[src/rtl/rv16_rd_wbarb_if.sv]
// Functional-unit result channels and writeback port of rv16_rd_wbarb.
// master = units/register-file side, slave = the arbiter.
interface rv16_rd_wbarb_if #(
    parameter int unsigned DATA   = 16,
    parameter int unsigned NUM_FU = 7,
    parameter int unsigned OPW    = 4,
    parameter int unsigned REGW   = 4,
    parameter int unsigned IDXW   = $clog2(NUM_FU)
);
    logic [NUM_FU-1:0]      fu_valid;
    logic [NUM_FU-1:0]      fu_ready;
    logic [NUM_FU*DATA-1:0] fu_data;
    logic [NUM_FU*REGW-1:0] fu_rd;
    logic [NUM_FU*OPW-1:0]  fu_opcode;
    logic                   wb_valid;
    logic                   wb_ready;
    logic [DATA-1:0]        wb_data;
    logic [REGW-1:0]        wb_rd;
    logic [OPW-1:0]         wb_opcode;
    logic [IDXW-1:0]        wb_fu_idx;
    logic [15:0]            wb_stall_cnt;

    modport master (
        output fu_valid, fu_data, fu_rd, fu_opcode, wb_ready,
        input  fu_ready, wb_valid, wb_data, wb_rd, wb_opcode, wb_fu_idx, wb_stall_cnt
    );

    modport slave (
        input  fu_valid, fu_data, fu_rd, fu_opcode, wb_ready,
        output fu_ready, wb_valid, wb_data, wb_rd, wb_opcode, wb_fu_idx, wb_stall_cnt
    );
endinterface

[src/rtl/rv16_rd_wbarb.sv]
// Writeback arbiter and result register for the rv16 datapath.
// Define RV16_WB_RR_EN for round-robin arbitration; otherwise lowest index wins.
module rv16_rd_wbarb #(
    parameter int unsigned DATA   = 16,
    parameter int unsigned NUM_FU = 7,
    parameter int unsigned OPW    = 4,
    parameter int unsigned REGW   = 4,
    parameter int unsigned IDXW   = $clog2(NUM_FU)
) (
    input  logic          clk,
    input  logic          rst,
    rv16_rd_wbarb_if.slave bus
);
    logic [IDXW-1:0]   ptr;
    logic              free;
    logic              grant_any;
    logic [IDXW-1:0]   grant_idx;
    logic [NUM_FU-1:0] ready_vec;
    logic [DATA-1:0]   sel_data;
    logic [REGW-1:0]   sel_rd;
    logic [OPW-1:0]    sel_op;

    logic              wb_valid_q;
    logic [DATA-1:0]   wb_data_q;
    logic [REGW-1:0]   wb_rd_q;
    logic [OPW-1:0]    wb_opcode_q;
    logic [IDXW-1:0]   wb_fu_idx_q;
    logic [15:0]       stall_q;

    // Reset gates the grant so no unit is acknowledged in a reset cycle.
    assign free = ~rst & (~wb_valid_q | bus.wb_ready);

    // Search upward from ptr with wrap; ptr is tied to 0 in the fixed build.
    always_comb begin : search
        int unsigned cand;
        cand      = 0;
        grant_any = 1'b0;
        grant_idx = '0;
        for (int unsigned k = 0; k < NUM_FU; k++) begin
            cand = 32'(ptr) + k;
            if (cand >= NUM_FU) cand = cand - NUM_FU;
            if (free && !grant_any && bus.fu_valid[cand[IDXW-1:0]]) begin
                grant_any = 1'b1;
                grant_idx = cand[IDXW-1:0];
            end
        end
    end

    always_comb begin
        ready_vec = '0;
        if (grant_any) ready_vec[grant_idx] = 1'b1;
    end

    always_comb begin
        sel_data = '0;
        sel_rd   = '0;
        sel_op   = '0;
        for (int unsigned k = 0; k < NUM_FU; k++) begin
            if (grant_idx == IDXW'(k)) begin
                sel_data = bus.fu_data[k*DATA +: DATA];
                sel_rd   = bus.fu_rd[k*REGW +: REGW];
                sel_op   = bus.fu_opcode[k*OPW +: OPW];
            end
        end
    end

`ifdef RV16_WB_RR_EN
    always_ff @(posedge clk) begin
        if (rst) begin
            ptr <= '0;
        end else if (grant_any) begin
            ptr <= (grant_idx == IDXW'(NUM_FU - 1)) ? '0 : grant_idx + IDXW'(1);
        end
    end
`else
    assign ptr = '0;
`endif

    always_ff @(posedge clk) begin
        if (rst) begin
            wb_valid_q  <= 1'b0;
            wb_data_q   <= '0;
            wb_rd_q     <= '0;
            wb_opcode_q <= '0;
            wb_fu_idx_q <= '0;
            stall_q     <= '0;
        end else begin
            if (wb_valid_q && !bus.wb_ready && stall_q != '1)
                stall_q <= stall_q + 16'd1;
            // A grant to an x0 destination is consumed but leaves the slot empty.
            if (free) begin
                wb_valid_q <= 1'b0;
                if (grant_any && sel_rd != '0) begin
                    wb_valid_q  <= 1'b1;
                    wb_data_q   <= sel_data;
                    wb_rd_q     <= sel_rd;
                    wb_opcode_q <= sel_op;
                    wb_fu_idx_q <= grant_idx;
                end
            end
        end
    end

    assign bus.fu_ready     = ready_vec;
    assign bus.wb_valid     = wb_valid_q;
    assign bus.wb_data      = wb_data_q;
    assign bus.wb_rd        = wb_rd_q;
    assign bus.wb_opcode    = wb_opcode_q;
    assign bus.wb_fu_idx    = wb_fu_idx_q;
    assign bus.wb_stall_cnt = stall_q;
endmodule

[src/flat_wrapper.sv]
// flat-port wrapper written by rule: the top's interface ports become plain ports
module rv16_rd_wbarb_flat 
#(
    parameter int unsigned DATA   = 16,
    parameter int unsigned NUM_FU = 7,
    parameter int unsigned OPW    = 4,
    parameter int unsigned REGW   = 4,
    parameter int unsigned IDXW   = $clog2(NUM_FU)
)
  (clk, rst, bus_fu_valid, bus_fu_data, bus_fu_rd, bus_fu_opcode, bus_wb_ready, bus_fu_ready, bus_wb_valid, bus_wb_data, bus_wb_rd, bus_wb_opcode, bus_wb_fu_idx, bus_wb_stall_cnt);
  rv16_rd_wbarb_if #(.DATA(DATA), .NUM_FU(NUM_FU), .OPW(OPW), .REGW(REGW), .IDXW(IDXW)) bus_i ();
  input  logic clk;
  input  logic rst;
  input wire logic [$bits(bus_i.fu_valid)-1:0] bus_fu_valid;
  input wire logic [$bits(bus_i.fu_data)-1:0] bus_fu_data;
  input wire logic [$bits(bus_i.fu_rd)-1:0] bus_fu_rd;
  input wire logic [$bits(bus_i.fu_opcode)-1:0] bus_fu_opcode;
  input wire logic [$bits(bus_i.wb_ready)-1:0] bus_wb_ready;
  output wire logic [$bits(bus_i.fu_ready)-1:0] bus_fu_ready;
  output wire logic [$bits(bus_i.wb_valid)-1:0] bus_wb_valid;
  output wire logic [$bits(bus_i.wb_data)-1:0] bus_wb_data;
  output wire logic [$bits(bus_i.wb_rd)-1:0] bus_wb_rd;
  output wire logic [$bits(bus_i.wb_opcode)-1:0] bus_wb_opcode;
  output wire logic [$bits(bus_i.wb_fu_idx)-1:0] bus_wb_fu_idx;
  output wire logic [$bits(bus_i.wb_stall_cnt)-1:0] bus_wb_stall_cnt;
  assign bus_i.fu_valid = bus_fu_valid;
  assign bus_i.fu_data = bus_fu_data;
  assign bus_i.fu_rd = bus_fu_rd;
  assign bus_i.fu_opcode = bus_fu_opcode;
  assign bus_i.wb_ready = bus_wb_ready;
  assign bus_fu_ready = bus_i.fu_ready;
  assign bus_wb_valid = bus_i.wb_valid;
  assign bus_wb_data = bus_i.wb_data;
  assign bus_wb_rd = bus_i.wb_rd;
  assign bus_wb_opcode = bus_i.wb_opcode;
  assign bus_wb_fu_idx = bus_i.wb_fu_idx;
  assign bus_wb_stall_cnt = bus_i.wb_stall_cnt;
  rv16_rd_wbarb #(.DATA(DATA), .NUM_FU(NUM_FU), .OPW(OPW), .REGW(REGW), .IDXW(IDXW)) u_core (.clk(clk), .rst(rst), .bus(bus_i));
endmodule
[config.mk]
export PLATFORM = sky130hd
export DESIGN_NAME = rv16_rd_wbarb_flat
export DESIGN_NICKNAME = d
export VERILOG_FILES = /design/src/rtl/rv16_rd_wbarb_if.sv /design/src/rtl/rv16_rd_wbarb.sv /design/src/flat_wrapper.sv
export SDC_FILE = /design/constraint.sdc
export NUM_CORES = 1
export LEC_CHECK = 0
export ABC_CLOCK_PERIOD_IN_PS = 2700
export BUFFER_PORTS_ARGS = -buffer_cell sky130_fd_sc_hd__buf_4
export CAP_MARGIN = 5
export CORE_UTILIZATION = 42
export DETAILED_ROUTE_END_ITERATION = 6
export MAX_ROUTING_LAYER = met4
export PLACE_DENSITY = 0.92
export SLEW_MARGIN = 0
export SYNTH_ARGS = -nofsm -noshare
export SYNTH_HDL_FRONTEND = slang
export SYNTH_SLANG_ARGS = --single-unit
[constraint.sdc]
create_clock -name clk -period 2.7 [get_ports clk]
set_input_delay 0.135 -clock clk [delete_from_list [all_inputs] [get_ports clk]]
set_output_delay 0.135 -clock clk [all_outputs]
set_load 0.05 [all_outputs]
==> parameters.txt, run 1 <==
Parameter                              Value

STA
  Final max-slew violation count    0
  Post-layout minimum cycle time    2490 ps
  Unrepaired setup endpoints after global routing    no
  Final number of setup-violating endpoints    0
  Maximum clock skew at final layout    about 13 ps
  Least setup slack across all paths after layout    211 ps
  Portion of the clock cycle consumed by the worst path in the final layout    about 90%
  Hold Fails Final Rpt    0
  Post-route setup TNS    0 ps
  Slew margin rel.    55.5%
  Upper clock frequency limit    402 MHz
  Measured slew at the worst slew-check pin    between 600 and 700 ps

Drt
  First DRT Iteration DRCs    375
  DRT Pass-1 Iters    5
  Antenna-violating nets left    0
  Detailed-route wire length    13100 µm
  DRC violations left    0
  Average wire per cell in the routed design    18.2 µm
  Vias per cell    5.91
  Number of vias in the routed layout    4258

Worst setup path
  CP Data Arrival Time    2700 ps
  Critical path, cell by cell    nor2b_2 > buf_4 > nor4_1 > o311ai_0 > a22oi_1 > o31a_4 > nor2_8 > buf_12 > mux2i_1
  Worst Path Class, Setup    flip-flop to flip-flop
  Maximum fanout along the worst path    16
  FF-to-FF path depth    9
  Sort of element at the end of the critical path    flip-flop
  Setup crit start kind    flip-flop
  Number of buffers and inverters on the critical path    2
  Levels on crit path    9
  Cell family with the largest share of critical-path delay    compound AO/OA/AOI/OAI gates
  Worst endpoint required time    between 2000 and 3000 ps
  Max stage delay cell, worst path    sky130_fd_sc_hd__dfxtp_1
  Largest stage delay on the critical path    350 ps

Clocking
  Number of levels in the clock H-tree    2
  Number of post-CTS setup repair buffers    0
  Number of buffers added to fix hold violations after cts    0
  Clock tree from TritonCTS    yes
  Cts repair resizes    0
  Clock root buffer    sky130_fd_sc_hd__clkbuf_8
  TritonCTS Buffers    5
  Worst skew pair latency    about 290 ps
  CTS clk-pin slew, worst paths    90 ps
  Bufs on Longest Clock Path    2
  Number of sinks driven by the clock tree    44

Place
  Worst slack after detailed placement    109 ps
  Number of buffer cells added on primary ports    228
  Total cell area at the placement stage    0.00496 mm²
  DP Wirelength    about 11000 µm
  Weighted congestion at the end of routability-driven global placement    roughly 0.94

Finish
  Synth-to-layout area growth    60.6%
  Antenna fix cells    0
  Share of post-route cells with drive strength above 1    42.7%
  Utilization of the core after routing    between 70% and 80%
  Filler Cell Count    592
  Number of nets at the end of the flow    800
  Area of all placed cells without fillers    0.00509 mm²

Yosys
  Post-Synth Adder-Cell Area    0.395%
  Largest family of logic cells by synthesized area    compound AO/OA/AOI/OAI gates
  Xor/xnor share of the synthesized area    3.87%
  Total nets after synthesis    583
  Biggest area contributors in the synthesized netlist    sky130_fd_sc_hd__dfxtp_1, sky130_fd_sc_hd__a221oi_1, sky130_fd_sc_hd__nand2_1
  Synth Area in Simple Gates    25.6%
  Flop and latch count out of synthesis    44
  Post-synthesis cell type with the largest combined area    sky130_fd_sc_hd__dfxtp_1
  Post-Syn Area per Cell    around 7.8 µm²
  Post-Syn Area    0.00317 mm²
  Compound-cell area share of the yosys netlist    28.1%
  Proportion of synthesized area in mux cells    between 7 and 8%
  Fraction of registers with async set/reset    0%
  Library cells used by synthesis    62
  Number of enable-type register cells in the synthesized netlist    0
  Portion of synthesized cell area occupied by the leading cell type    27.8%
  Synth warnings    0
  Sequential cell area fraction in the yosys report    27.8%
  Cell count after synthesis    404
  Main synth FF type    sky130_fd_sc_hd__dfxtp_1

Status
  Result of the run    complete, no violations

Global route
  Number of global-route vias before repair    3904
  Number of antenna violations at the first check in global routing    0
  Pin count of the biggest net entering global routing    26
  First-pass GRT wire length    18900 µm
  Grt total ovfl    0
  GRT Total Usage    32.2%

Floorplanning
  Area inside the core boundary    0.00725 mm²
  Top-Level Pins    between 200 and 250
  Initial Utilization    43.7%
  # rows    31
  Overall die height    88.9 µm
  Full die area    between 0.007 and 0.008 mm²
  Die boundary width    88.9 µm

Run
  Max Cap Violations    0

Pwr
  Total power per unit cell area    447 mW/mm²
  Pleak    0.00229 µW
  IR Drop Worst-Case VDD    0.000290 V

Hold path
  Type of the most critical hold path    input port to flip-flop
  Worst hold path stage count    3
==> layout by cell type, fill, tap and decap left out, types with 6 or more instances in the layout <==
cell                       instances
sky130_fd_sc_hd__nand2_1          72
sky130_fd_sc_hd__a31oi_1          19
sky130_fd_sc_hd__nand4_1           7
sky130_fd_sc_hd__buf_4           244
sky130_fd_sc_hd__xor2_1            6
sky130_fd_sc_hd__a221oi_1         38
sky130_fd_sc_hd__dfxtp_1          44
sky130_fd_sc_hd__nor2_1           27
sky130_fd_sc_hd__and3_1            7
sky130_fd_sc_hd__mux2i_1          23
sky130_fd_sc_hd__a21oi_1          25
sky130_fd_sc_hd__xnor2_1           8
sky130_fd_sc_hd__inv_1             8
==> cell families after synthesis <==
logic type | Yosys count
DFF | 44
xor gates and xnor gates | 14
AOI/OAI and AO/OA | 119
muxes | 23
and+or+nand+nor | 159
buffers and inverters | 44
adders and majority gates | 1
==> sequential cells by signal, summed over array words and instances (netlist names) <==
register                 flops
u_core.bus.wb_stall_cnt     16
u_core.bus.wb_opcode         4
u_core.bus.wb_fu_idx         3
u_core.bus.wb_data          16
u_core.bus.wb_rd             4
u_core.bus.wb_valid          1
==> worst register-to-register path: stages, from the launching register on <==
cell and delay (ps):
sky130_fd_sc_hd__dfxtp_1 350, sky130_fd_sc_hd__nor2b_2 200, sky130_fd_sc_hd__buf_4 210, sky130_fd_sc_hd__nor4_1 70, sky130_fd_sc_hd__o311ai_0 350, sky130_fd_sc_hd__a22oi_1 200
sky130_fd_sc_hd__o31a_4 350, sky130_fd_sc_hd__nor2_8 250, sky130_fd_sc_hd__buf_12 210, sky130_fd_sc_hd__mux2i_1 220
==> power by group <==
| group | switching, µW | internal, µW | leakage (µW) | total [µW] |
|---|---|---|---|---|
| Clock | 212 | 364 | 0.0000642 | 576 |
| Combinational | 538 | 398 | 0.00186 | 936 |
| Sequential | 42.9 | 718 | 0.000363 | 761 |
| Total | 793 | 1480 | 0.00229 | 2270 |
==> cells in the mapped netlist, types with 3 or more instances <==
cell	count
sky130_fd_sc_hd__dfxtp_1	44
sky130_fd_sc_hd__inv_1	8
sky130_fd_sc_hd__xnor2_1	8
sky130_fd_sc_hd__nand4_1	7
sky130_fd_sc_hd__o41ai_1	3
sky130_fd_sc_hd__a31oi_1	19
sky130_fd_sc_hd__nor2b_1	5
sky130_fd_sc_hd__nand3_1	5
sky130_fd_sc_hd__nor4_1	3
sky130_fd_sc_hd__mux2i_1	23
sky130_fd_sc_hd__clkbuf_1	25
sky130_fd_sc_hd__a221oi_1	38
sky130_fd_sc_hd__and2_1	3
sky130_fd_sc_hd__o21ai_0	4
sky130_fd_sc_hd__and4_1	5
sky130_fd_sc_hd__o211ai_1	3
sky130_fd_sc_hd__nor3b_1	3
sky130_fd_sc_hd__a21oi_1	25
sky130_fd_sc_hd__xor2_1	6
sky130_fd_sc_hd__or3_1	5
sky130_fd_sc_hd__nand3b_1	3
sky130_fd_sc_hd__a211o_1	3
sky130_fd_sc_hd__buf_2	4
sky130_fd_sc_hd__and3_1	7
sky130_fd_sc_hd__nor2_1	27
sky130_fd_sc_hd__nand2_1	72
==> per-stage QoR <==
stage,hold slack (ps),total power [µW],std cells
2_1_floorplan,237,1310,404
3_3_place_gp,417,1690,713
3_5_place_dp,429,1700,713
4_1_cts,130,2270,720
5_1_grt,144,2360,720
6_report,134,2270,720
==> metal layers <==
metal / vias to the layer above / global-route usage [%] / wire, µm
met2: 287 / 55.7 / 6570
met1: 1973 / 37.8 / 4950
li1: 1959 / - / -
met5: - / - / 0
met3: 39 / 4.38 / 1130
met4: 0 / 12.3 / 439
==> cell type report <==
class                           count  area [µm²]  area share [%]
Tap cell                           99         124            2.43
Timing Repair Buffer              245        1850            36.4
Sequential cell                    44         881            17.3
Multi-Input combinational cell    316        2070            40.7
Clock buffer                        5        68.8            1.35
Clock inverter                      2        60.1            1.18
Inverter                            9        33.8           0.664
==> final timing paths <==
check        slack [ps]                   start                      to
min                 130        bus_fu_data[107]  u_core.bus.wb_data[11]
min reg2reg         460  u_core.bus.wb_data[11]  u_core.bus.wb_data[11]
max reg2reg         210     u_core.bus.wb_valid  u_core.bus.wb_data[13]
max                 210     u_core.bus.wb_valid  u_core.bus.wb_data[13]
No activity file was read; power rests on OpenSTA's default activity.
==> run 2: changes to the inputs <==
--- a/config.mk
+++ b/config.mk
@@ -9,9 +9,10 @@
 export BUFFER_PORTS_ARGS = -buffer_cell sky130_fd_sc_hd__buf_4
 export CAP_MARGIN = 5
 export CORE_UTILIZATION = 42
+export CTS_CLUSTER_SIZE = 14
 export DETAILED_ROUTE_END_ITERATION = 6
 export MAX_ROUTING_LAYER = met4
-export PLACE_DENSITY = 0.92
+export PLACE_DENSITY = 0.93
 export SLEW_MARGIN = 0
 export SYNTH_ARGS = -nofsm -noshare
 export SYNTH_HDL_FRONTEND = slang
==> run 2 against run 1 <==
Clock power shrank 34%; count of clock-buffer cells in the layout grew 1; die area is the same; critical path type unchanged.
==> parameters.txt, run 2 (synthesized netlist as in run 1, its figures left out) <==
Parameter                              Value

Clocking
  Clock tree from TritonCTS    yes
  CTS clk-pin slew, worst paths    80 ps (about the same)
  Number of post-CTS setup repair buffers    0 (unchanged)
  Clock root buffer    sky130_fd_sc_hd__clkbuf_8
  TritonCTS Buffers    5 (unchanged)
  Bufs on Longest Clock Path    2 (unchanged)
  Number of levels in the clock H-tree    2 (unchanged)
  Number of buffers added to fix hold violations after cts    0 (unchanged)
  Worst skew pair latency    280 ps (about the same)
  Number of sinks driven by the clock tree    44 (unchanged)

Place
  DP Wirelength    10700 µm (+1.8%)
  Number of buffer cells added on primary ports    228 (unchanged)
  Weighted congestion at the end of routability-driven global placement    0.942 (+0.50%)

Drt
  DRT Pass-1 Iters    5 (unchanged)
  Detailed-route wire length    13400 µm (+2.7%)
  DRC violations left    0 (unchanged)
  Number of vias in the routed layout    4262 (+0.094%)
  First DRT Iteration DRCs    273 (-27%)
  Average wire per cell in the routed design    18.6 µm (+2.6%)
  Vias per cell    5.91 (about the same)
  Antenna-violating nets left    0 (unchanged)

Floorplanning
  # rows    31 (unchanged)
  Overall die height    88.9 µm (unchanged)
  Initial Utilization    43.7% (unchanged)
  Full die area    0.00789 mm² (unchanged)
  Area inside the core boundary    0.00725 mm² (unchanged)
  Die boundary width    88.9 µm (unchanged)
  Top-Level Pins    229 (unchanged)

STA
  Slew margin rel.    62.4% (+6.9 points)
  Post-route setup TNS    0 ps (unchanged)
  Maximum clock skew at final layout    8.08 ps (-4.57 ps)
  Post-layout minimum cycle time    2380 ps (-113 ps)
  Hold Fails Final Rpt    0 (unchanged)
  Upper clock frequency limit    421 MHz (+4.8%)
  Final max-slew violation count    0 (unchanged)
  Final number of setup-violating endpoints    0 (unchanged)
  Portion of the clock cycle consumed by the worst path in the final layout    88.0% (-4.2 points)
  Measured slew at the worst slew-check pin    564 ps (-103 ps)
  Unrepaired setup endpoints after global routing    no

Finish
  Most common library cell in the layout ignoring fill and taps    sky130_fd_sc_hd__buf_4
  Synth-to-layout area growth    58.8%
  Number of nets at the end of the flow    801 (+0.13%)
  Share of post-route cells with drive strength above 1    42.6% (-0.069 points)
  Highest-count cells in the layout ignoring fill and taps    sky130_fd_sc_hd__buf_4, sky130_fd_sc_hd__nand2_1, sky130_fd_sc_hd__dfxtp_1, sky130_fd_sc_hd__a221oi_1, sky130_fd_sc_hd__nor2_1
  Filler Cell Count    597 (+0.84%)
  Antenna fix cells    0 (unchanged)

Pwr
  Overall Power    2080 µW (-8.5%)
  IR Drop Worst-Case VDD    0.000241 V (-17%)
  Switching share of power    37.9% (+3.0 points)
  Total power per unit cell area    413 mW/mm² (-7.5%)
  Switch Pwr    788 µW (-0.55%)
  Sequential power share    36.5% (+3.0 points)
  Internal Power    1290 µW (-13%)
  Pleak    0.00227 µW (-1.0%)
  Gate power share    45.1% (+3.9 points)
  Clock power share    18.4% (-7.0 points)

Global route
  Pin count of the biggest net entering global routing    26 (unchanged)
  First-pass GRT wire length    19400 µm (+2.7%)
  GRT Total Usage    33.6% (+1.3 points)
  Grt total ovfl    0 (unchanged)
  Number of global-route vias before repair    3993 (+2.3%)
  Number of antenna violations at the first check in global routing    0 (unchanged)

Worst setup path
  Number of buffers and inverters on the critical path    1 (-1)
  Worst Path Class, Setup    flip-flop to flip-flop
  Setup crit start kind    flip-flop
  Sort of element at the end of the critical path    flip-flop
  Critical path, cell by cell    nor2b_2 > nor4_1 > o311ai_0 > a22oi_1 > o31a_4 > nor2_8 > buf_4 > mux2i_1
  CP Data Arrival Time    2580 ps (-120 ps)
  Maximum fanout along the worst path    12 (-4)
  Worst endpoint required time    2910 ps (about the same)
  Largest stage delay on the critical path    360 ps (about the same)
  Max stage delay cell, worst path    sky130_fd_sc_hd__dfxtp_1
  Cell family with the largest share of critical-path delay    compound AO/OA/AOI/OAI gates

Hold path
  Type of the most critical hold path    input port to flip-flop

Run
  Max Cap Violations    0 (unchanged)

Status
  Result of the run    complete, no violations
run 2: cell types whose count changed in the layout (fill, tap and decap cells not counted):
cell	before	now
sky130_fd_sc_hd__bufinv_16	2	0
sky130_fd_sc_hd__buf_4	244	246
sky130_fd_sc_hd__buf_12	1	0
sky130_fd_sc_hd__clkbuf_1	0	1
sky130_fd_sc_hd__clkinv_2	0	1
run 2: timing repair:
item	4_1_cts	5_1_grt
resized for setup	0	1
hold endpoints to repair	0	0
endpoints found under the setup margin	0	20
run 2: worst register-to-register path, stage by stage, from the launching register on:
cell and delay [ps]:
sky130_fd_sc_hd__dfxtp_1 360, sky130_fd_sc_hd__nor2b_2 340, sky130_fd_sc_hd__nor4_1 100, sky130_fd_sc_hd__o311ai_0 360, sky130_fd_sc_hd__a22oi_1 190, sky130_fd_sc_hd__o31a_4 350
sky130_fd_sc_hd__nor2_8 140, sky130_fd_sc_hd__buf_4 250, sky130_fd_sc_hd__mux2i_1 220
run 2: final timing paths:
kind	slack, ps	endpoint	cells after the start	start
setup / recovery	320	u_core.bus.wb_data[7]	8	u_core.bus.wb_valid
hold / removal	140	u_core.bus.wb_opcode[3]	3	bus_fu_opcode[23]
setup reg to reg	320	u_core.bus.wb_data[7]	8	u_core.bus.wb_valid
hold reg to reg	460	u_core.bus.wb_data[4]	2	u_core.bus.wb_data[4]
run 2: per-stage QoR:
step	util (%)	cells	cell area (µm²)	setup slack, ps	hold WS (ps)
finish	69.4	721	5030	324	140
global route	69.4	721	5030	96.0	126
CTS	69.3	721	5030	202	133
detailed placement	68.3	714	4950	218	434
global placement	68.3	714	4950	292	419
floorplan	-	404	3170	180	237
run 2: power by group through the flow:
stage / combinational, µW / clock, µW / sequential (µW)
2_1_floorplan: 299 / 0 / 1010
3_3_place_gp: 913 / 0 / 769
3_5_place_dp: 929 / 0 / 771
4_1_cts: 930 / 388 / 758
5_1_grt: 978 / 415 / 767
6_report: 938 / 383 / 759
run 2: layout make-up:
type | instances | area (µm²) | area share [%]
clock buffer | 6 | 72.6 | 1.44
clock inverter | 1 | 5.00 | 0.0995
tap | 99 | 124 | 2.46
sequential | 44 | 881 | 17.5
multi-input combinational | 316 | 2070 | 41.1
inverter | 9 | 33.8 | 0.671
timing repair buffer | 246 | 1850 | 36.7
run 2: routing by layer:
metal  global-route usage (%)  share of wire [%]
met2                     56.1                 49
met5                        -                  0
met3                     4.66                7.9
met1                     39.7                 38
met4                     16.0                4.8
